$ cat src/rtl/pulse_tracker_pkg.sv
// Shared definitions for the pulse tracker: FSM encoding and error counter sizing.
package pulse_tracker_pkg;

  // Tracker FSM states.
  typedef enum logic [1:0] {
    ST_IDLE    = 2'd0,
    ST_MEASURE = 2'd1,
    ST_LOCKING = 2'd2,
    ST_LOCKED  = 2'd3
  } state_t;

  // Error counter width and its saturation value.
  localparam int ERR_W = 8;
  localparam logic [ERR_W-1:0] ERR_MAX = '1;

endpackage

$ cat src/rtl/pulse_tracker.sv
// Pulse period tracker: measures the spacing of pulses on pulse_in, locks after
// LOCK_COUNT consecutive equal intervals, then flywheels a prediction of the
// next pulse and flags missing or early pulses until LOSS_COUNT consecutive
// bad slots drop the lock. fsm_state exposes the FSM for observation.
module pulse_tracker
  import pulse_tracker_pkg::*;
#(
  parameter int MAX_PERIOD = 1024,
  parameter int LOCK_COUNT = 4,
  parameter int LOSS_COUNT = 2,
  localparam int CW = $clog2(MAX_PERIOD + 2)
) (
  input  logic             clk,
  input  logic             reset,
  input  logic             pulse_in,
  input  logic             clear_errors,
  output logic             locked,
  output logic [CW-1:0]    period,
  output logic             expected,
  output logic             missed,
  output logic [ERR_W-1:0] error_count,
  output state_t           fsm_state
);

  localparam int MW = $clog2(LOCK_COUNT + 1);
  localparam int LW = $clog2(LOSS_COUNT + 1);
  localparam logic [CW-1:0] CNT_MAX = CW'(MAX_PERIOD + 1);
  localparam logic [CW-1:0] CNT_ONE = CW'(1);

  state_t           state, state_n;
  logic [CW-1:0]    cnt, cnt_n;
  logic [CW-1:0]    candidate, candidate_n;
  logic [MW-1:0]    match, match_n;
  logic [LW-1:0]    miss_run, miss_run_n;
  logic [CW-1:0]    period_q, period_n;
  logic             locked_q, locked_n;
  logic             missed_q, missed_n;
  logic [ERR_W-1:0] err_q;

  // Slot classification while locked: a pulse in the predicted slot is good,
  // a pulse before it is early, and an empty predicted slot is a miss.
  logic slot_hit;
  logic pulse_good;
  logic pulse_early;
  logic slot_empty;

  assign slot_hit    = (cnt == period_q);
  assign pulse_good  = pulse_in && slot_hit;
  assign pulse_early = pulse_in && (cnt < period_q);
  assign slot_empty  = !pulse_in && slot_hit;

  // Next-state, interval counter and lock bookkeeping.
  always_comb begin
    state_n     = state;
    cnt_n       = (cnt == CNT_MAX) ? cnt : cnt + 1'b1;
    candidate_n = candidate;
    match_n     = match;
    miss_run_n  = miss_run;
    period_n    = period_q;
    locked_n    = locked_q;
    missed_n    = 1'b0;

    case (state)
      ST_IDLE: begin
        if (pulse_in) begin
          state_n = ST_MEASURE;
          cnt_n   = CNT_ONE;
        end
      end

      ST_MEASURE: begin
        if (cnt == CNT_MAX) begin
          // Interval too long to track; give up and wait for a fresh pulse.
          state_n = ST_IDLE;
        end else if (pulse_in) begin
          cnt_n       = CNT_ONE;
          candidate_n = cnt;
          match_n     = MW'(1);
          if (LOCK_COUNT == 1) begin
            state_n    = ST_LOCKED;
            period_n   = cnt;
            locked_n   = 1'b1;
            miss_run_n = '0;
          end else begin
            state_n = ST_LOCKING;
          end
        end
      end

      ST_LOCKING: begin
        if (cnt == CNT_MAX) begin
          state_n = ST_IDLE;
        end else if (pulse_in) begin
          cnt_n = CNT_ONE;
          if (cnt == candidate) begin
            match_n = match + 1'b1;
            if (int'(match) + 1 == LOCK_COUNT) begin
              state_n    = ST_LOCKED;
              period_n   = candidate;
              locked_n   = 1'b1;
              miss_run_n = '0;
            end
          end else begin
            // New interval seen: restart the match run around it.
            candidate_n = cnt;
            match_n     = MW'(1);
          end
        end
      end

      ST_LOCKED: begin
        if (pulse_good) begin
          cnt_n      = CNT_ONE;
          miss_run_n = '0;
        end else if (pulse_early || slot_empty) begin
          // Realign to the early pulse, or flywheel over the empty slot.
          cnt_n    = CNT_ONE;
          missed_n = 1'b1;
          if (int'(miss_run) + 1 == LOSS_COUNT) begin
            locked_n   = 1'b0;
            miss_run_n = '0;
            // An early pulse is itself a usable start for a new measurement.
            state_n    = pulse_early ? ST_MEASURE : ST_IDLE;
          end else begin
            miss_run_n = miss_run + 1'b1;
          end
        end
      end

      default: state_n = ST_IDLE;
    endcase
  end

  // State and datapath registers.
  always_ff @(posedge clk) begin
    if (reset) begin
      state     <= ST_IDLE;
      cnt       <= '0;
      candidate <= '0;
      match     <= '0;
      miss_run  <= '0;
      period_q  <= '0;
      locked_q  <= 1'b0;
      missed_q  <= 1'b0;
    end else begin
      state     <= state_n;
      cnt       <= cnt_n;
      candidate <= candidate_n;
      match     <= match_n;
      miss_run  <= miss_run_n;
      period_q  <= period_n;
      locked_q  <= locked_n;
      missed_q  <= missed_n;
    end
  end

  // Saturating error counter; clear wins over a coincident miss.
  always_ff @(posedge clk) begin
    if (reset || clear_errors) begin
      err_q <= '0;
    end else if (missed_n && (err_q != ERR_MAX)) begin
      err_q <= err_q + 1'b1;
    end
  end

  assign locked      = locked_q;
  assign period      = period_q;
  assign expected    = (state == ST_LOCKED) && slot_hit;
  assign missed      = missed_q;
  assign error_count = err_q;
  assign fsm_state   = state;

endmodule

$ cat config.mk
export PLATFORM = sky130hd
export DESIGN_NAME = pulse_tracker
export DESIGN_NICKNAME = d
export VERILOG_FILES = /design/src/rtl/pulse_tracker_pkg.sv /design/src/rtl/pulse_tracker.sv
export SDC_FILE = /design/constraint.sdc
export NUM_CORES = 1
export LEC_CHECK = 0
export BUFFER_PORTS_ARGS = -buffer_cell sky130_fd_sc_hd__buf_2
export CAP_MARGIN = 40
export CORE_MARGIN = 4
export CORE_UTILIZATION = 60
export CTS_BUF_LIST = sky130_fd_sc_hd__clkbuf_8
export CTS_CLUSTER_SIZE = 20
export DETAILED_ROUTE_END_ITERATION = 7
export PLACE_DENSITY = 0.9
export SKIP_CTS_REPAIR_TIMING = 1
export SYNTH_ARGS = -nofsm -noshare
export SYNTH_HDL_FRONTEND = slang
export SYNTH_SLANG_ARGS = --single-unit
$ cat constraint.sdc
create_clock -name clk -period 2.9 [get_ports clk]
set_input_delay 0.29 -clock clk [delete_from_list [all_inputs] [get_ports clk]]
set_output_delay 0.29 -clock clk [all_outputs]
set_load 0.005 [all_outputs]
==> flow_summary.ini, run 1 <==
[placed_design]
dp_slack_ns = 0.397
hpwl_mm = 4.66
io_buffers = 27
finalWeightedCongestion = 0.883
postPlaceCellArea_mm2 = 0.00303
placedCellCount = 405

[final_layout]
diodes = 0
final_common_cell = dfxtp_1
final_cells = 413
flow.area_growth_from_synthesis_pct = 9.58
drive_gt1_share_pct = 15.5
final_nets = 385
postLayoutCellArea_mm2 = 0.00314
fill_cells = 328
layout_common_cells = dfxtp_1, nand2_1, nor2_1, a21oi_1, buf_2

[timing]
slew_viol_final = 0
hold_viol_final = 0
clock_skew_ns = 0.00779
rsz0062_at_grt = false
period_share_pct = 91.2
fmax_ghz = 0.378
finalSetupTns_ns = 0
finalSetupViolCount = 0
fin_ws_ns = 0.254
relSlewSlack_pct = 54.7
fin_crit_ns = 2.65
worst_pin_slew_ns = 0.676

[global_route]
grt_busiest_layer = met2
antenna_found_initial = 0
grt.total_usage_pct = 22.2
gr-usage-met1_pct = 28.7
grt_pass1_vias = 2328
overflow = 0
grt_max_degree = 33
grt_pass1_wl_mm = 10.7
grt_util_met3_pct = 3.86
met2_usage_pct = 36.8

[die]
fp.coreArea_mm2 = 0.00447
io_pins = 28
core.rowCount = 24
die_w_um = 77.1
start_util_pct = 64.0
die_h_um = 77.1
die_area_mm2 = 0.00594

[routing]
wire_per_inst_um = 15.5
first_pass_iters = 5
via_per_inst = 6.04
drt_wl_total_mm = 6.41
drt_iter0_drc = 293
vias = 2495
drcViolationCount = 0
ant_nets = 0

[status]
status = complete, no violations

[critical_path]
cp_data_arrival_time_ns = 2.88
end_kind = register
crit_fanout = 12
startpoint_type = register
timing.reg2reg.setup_slack_ns = 0.25
path_class = register to register
required_ns = 3.14

[yosys]
synth_top_area_cell = dfxtp_1
synth_flop_cell = dfxtp_1
synthArstFlopShare_pct = 0
syn_nets = 357
synth_area_leaders = dfxtp_1, ha_1, a21oi_1
synth_edf_count = 0
ys_seq_area_share_pct = 35.0
yosysWarningCount = 0
synth.cell_area_mm2 = 0.00286
avgSynthCellArea_um2 = 8.62
syn_inst = 332
ys_seq_elements = 50
synth.top_cell.area_share_pct = 35.0
synth_cell_type_count = 54

[power_and_ir_drop]
irDropWorstVdd_mv = 0.340
p_leak_nw = 1.28
p_total_w = 0.00137
powerDensity_mw_per_mm2 = 435

[cts]
cts_buffer_depth = 2
clockRootBuffer = clkbuf_8
cts_tree = built
clk_pin_slew_ns = 0.09
numClockSinks = 50
insertion_delay_ns = 0.30
cts_inserted_buffers = 5
h-tree-depth = 2

[hold_path]
hold_path.class = input pin to register

[job]
cap_violations = 0
[flip-flops by register name, summed over array words and instances (netlist names)]
name,flops
candidate,11
cnt,11
error_count,8
fsm_state,2
locked,1
match,3
miss_run,2
missed,1
period,11
[cell families after synthesis]
| kind of cell | after synthesis | share of synthesized area [%] |
|---|---|---|
| AOI/OAI and AO/OA | 68 | 16.3 |
| adders and majority gates | 21 | 9.18 |
| muxes | 15 | 5.29 |
| xor gates and xnor gates | 21 | 6.43 |
| and+or+nand+nor | 123 | 22.4 |
| DFF | 50 | 35.0 |
| buffers and inverters | 34 | 5.47 |
[area by class of cell]
type / count / area, um^2 / area share, %
clock buffer: 5 / 68.8 / 2.19
clock inverter: 3 / 37.5 / 1.20
inverter: 23 / 86.3 / 2.75
multi-input combinational: 248 / 1700 / 54.3
sequential: 50 / 1000 / 31.9
tap: 52 / 65.1 / 2.08
timing repair buffer: 32 / 173 / 5.51
[final timing paths]
path,start,end,cells after the start
setup / recovery,cnt[0]$_SDFF_PP0_,error_count[6]$_SDFFE_PP0P_,8
hold / removal,clear_errors,error_count[3]$_SDFFE_PP0P_,3
setup reg to reg,cnt[0]$_SDFF_PP0_,error_count[6]$_SDFFE_PP0P_,8
hold reg to reg,miss_run[1]$_SDFFE_PP0P_,miss_run[1]$_SDFFE_PP0P_,2
[power by group]
part           switching [W]  leakage, nW  internal [W]
combinational       0.000109        0.817     0.0000707
clock               0.000224       0.0607      0.000251
sequential         0.0000151        0.404      0.000696
total               0.000348         1.28       0.00102
[metrics by stage]
step | utilization, % | hold slack [ns]
after global placement | 67.7 | 0.421
after floorplan | - | 0.407
after global routing | 70.1 | 0.354
after CTS | 70.1 | 0.342
final | 70.1 | 0.357
after detailed placement | 67.7 | 0.422
[per-layer routing]
metal / share of wire (%) / vias to the layer above
li1: - / 1215
met1: 45 / 1180
met2: 48 / 87
met3: 4.7 / 13
met4: 2.0 / 0
met5: 0 / -
[worst max-delay path, stage by stage (launching register included)]
cell and delay, ns:
dfxtp_1 0.51, inv_1 0.13, ha_1 0.30, nand3_1 0.16, nor3_4 0.09, a21oi_1 0.38
o211ai_2 0.32, or3_2 0.53, a21oi_1 0.16
[synth_stat cells (all sizes together), types with 2 or more instances]
cell type  number
a31oi           4
inv            23
a211oi          8
nand3          17
o31ai           3
nand2b          3
buf             7
nor2b           2
nand3b          2
or3             5
and3            5
dfxtp          50
nand2          34
xnor2          14
nand4           5
nor3            6
mux2i          14
nor3b           3
nor4b           2
o21ai          14
ha             21
clkbuf          4
nor2           33
and4            2
a21oi          30
xor2            7
No activity file was read; power rests on OpenSTA's default activity.
==> inputs of run 2 (changes only) <==
--- a/config.mk
+++ b/config.mk
@@ -5,14 +5,15 @@
 export SDC_FILE = /design/constraint.sdc
 export NUM_CORES = 1
 export LEC_CHECK = 0
-export BUFFER_PORTS_ARGS = -buffer_cell sky130_fd_sc_hd__buf_2
+export ABC_AREA = 1
+export BUFFER_PORTS_ARGS = -buffer_cell sky130_fd_sc_hd__clkbuf_2
 export CAP_MARGIN = 40
 export CORE_MARGIN = 4
 export CORE_UTILIZATION = 60
 export CTS_BUF_LIST = sky130_fd_sc_hd__clkbuf_8
 export CTS_CLUSTER_SIZE = 20
 export DETAILED_ROUTE_END_ITERATION = 7
-export PLACE_DENSITY = 0.9
+export PLACE_DENSITY = 0.89
 export SKIP_CTS_REPAIR_TIMING = 1
 export SYNTH_ARGS = -nofsm -noshare
 export SYNTH_HDL_FRONTEND = slang
==> flow_summary.ini, run 2 <==
[cts]
insertion_delay_ns = 0.31
cts_tree = built
clk_pin_slew_ns = 0.09
h-tree-depth = 2
numClockSinks = 50
cts_inserted_buffers = 5
clockRootBuffer = clkbuf_8
cts_buffer_depth = 2

[global_route]
grt_pass1_wl_mm = 11.1
antenna_found_initial = 0
overflow = 0
grt.total_usage_pct = 22.2
grt_max_degree = 30
grt_pass1_vias = 2536

[final_layout]
layout_common_cells = nand2_1, inv_1, dfxtp_1, nor2_1, a21oi_1
final_common_cell = nand2_1
flow.area_growth_from_synthesis_pct = 7.90
drive_gt1_share_pct = 12.4
multiInputGateArea_mm2 = 0.00169
register_area_mm2 = 0.00100
fill_cells = 421
diodes = 0
final_nets = 484
postLayoutCellArea_mm2 = 0.00326

[yosys]
syn_inst = 436
syn_nets = 461
synth_area_leaders = dfxtp_1, nand2_1, ha_1
synth.cell_area_mm2 = 0.00303
ys_seq_area_share_pct = 33.1
synth_cell_type_count = 34
synthArstFlopShare_pct = 0
synth_flop_cell = dfxtp_1
synth_top_family_by_area = simple AND/OR/NAND/NOR gates
synth_mux_area_share_pct = 0
synth_xor_area_share_pct = 3.76
ys_top_cells_by_count = nand2_1, inv_1, dfxtp_1
synth_edf_count = 0
ys_seq_elements = 50
synth.top_cell.area_share_pct = 33.1
avgSynthCellArea_um2 = 6.94
synth.most_common_cell = nand2_1
yosys.area_share.adder_pct = 8.68
yosys.area_share.simple_pct = 30.7
synth_compound_area_share_pct = 12.7
yosysWarningCount = 0
synth_top_area_cell = dfxtp_1

[timing]
rsz0062_at_grt = false
finalSetupTns_ns = 0
relSlewSlack_pct = 43.9
fin_crit_ns = 2.35
hold_viol_final = 0
slew_viol_final = 0
finalSetupViolCount = 0
clock_skew_ns = 0.00600
fmax_ghz = 0.425
period_share_pct = 81.2
worst_pin_slew_ns = 0.841

[critical_path]
timing.reg2reg.setup_slack_ns = 0.55
rr_worst_depth = 15
r2r_start = cnt[0]$_SDFF_PP0_
startpoint = cnt[0]$_SDFF_PP0_
required_ns = 3.11
r2r-end = cnt[1]$_SDFF_PP0_
path_class = register to register
crit_fanout = 8
end_kind = register
startpoint_type = register
cp_data_arrival_time_ns = 2.57

[hold_path]
hp-start = clear_errors
hold-path-endpoint = error_count[6]$_SDFFE_PP0P_
hold_depth = 4
hold_path.class = input pin to register

[routing]
via_per_inst = 5.30
drt_iter0_drc = 190
drcViolationCount = 0
first_pass_iters = 4
ant_nets = 0
drt_wl_total_mm = 6.52
wire_per_inst_um = 12.4
vias = 2795

[power_and_ir_drop]
irDropWorstVdd_mv = 0.380
powerDensity_mw_per_mm2 = 634
p_leak_nw = 1.43

[die]
die_area_mm2 = 0.00624
die_w_um = 79.0
io_pins = 28
die_h_um = 79.0
core.rowCount = 25
start_util_pct = 62.8
fp.coreArea_mm2 = 0.00482

[placed_design]
io_buffers = 27
postPlaceCellArea_mm2 = 0.00316
hpwl_mm = 4.88
finalWeightedCongestion = 0.893

[status]
status = complete, no violations

[job]
cap_violations = 0
## run 2: area by class of cell
class	count	share of cell area, %
Sequential cell	50	30.7
Timing Repair Buffer	27	4.14
Clock buffer	5	2.11
Multi-Input combinational cell	311	51.8
Inverter	64	7.59
Tap cell	67	2.57
Clock inverter	3	1.15
## run 2: cell families (layout without fill, tap and decap cells)
group,after synthesis,after routing
and+or+nand+nor,202,202
AOI/OAI and AO/OA,75,75
buffers and inverters,75,99
DFF,50,50
adders and majority gates,21,21
xor gates and xnor gates,13,13
## run 2: through the flow
step | utilization (%) | hold WS [ns] | cells | worst slack, ns | power (W)
global placement | 65.6 | 0.419 | 519 | 0.662 | 0.00156
floorplan | - | 0.409 | 436 | 1.01 | 0.00148
CTS | 67.8 | 0.252 | 527 | 0.572 | 0.00207
detailed placement | 65.6 | 0.426 | 519 | 0.603 | 0.00159
finish | 67.8 | 0.261 | 527 | 0.547 | 0.00207
global route | 67.8 | 0.294 | 527 | 0.342 | 0.00221
## run 2: worst max path at each step
stage                              endpoint  cells past startpoint
after floorplan           cnt[1]$_SDFF_PP0_                     15
after global placement    cnt[1]$_SDFF_PP0_                     15
after detailed placement  cnt[1]$_SDFF_PP0_                     15
after CTS                 cnt[1]$_SDFF_PP0_                     15
after global routing      cnt[1]$_SDFF_PP0_                     15
final                     cnt[1]$_SDFF_PP0_                     15
## run 2: power breakdown
part | internal [W] | switching [W] | leakage [nW] | total, W
clock network | 0.000251 | 0.000232 | 0.0607 | 0.000483
logic | 0.000252 | 0.000504 | 0.963 | 0.000756
registers | 0.000766 | 0.0000656 | 0.405 | 0.000832
## run 2: metal layers
| layer | share of wire [%] | track usage, % |
|---|---|---|
| met1 | 47 | 29.3 |
| met2 | 45 | 34.6 |
| met3 | 6.0 | 4.76 |
| met4 | 2.4 | 10.5 |
| met5 | 0 | 0 |
## run 2: worst max-delay path: stages (launching register included)
cell,delay [ns]
dfxtp_1,0.48
inv_2,0.11
ha_1,0.30
nand2_1,0.05
nor2_1,0.13
nand2_1,0.10
nor2_1,0.22
nand2_1,0.23
nand2_8,0.16
inv_6,0.04
nand2_4,0.07
nor2_2,0.04
nor2_2,0.16
nand2_1,0.07
nand2_1,0.06
inv_1,0.05
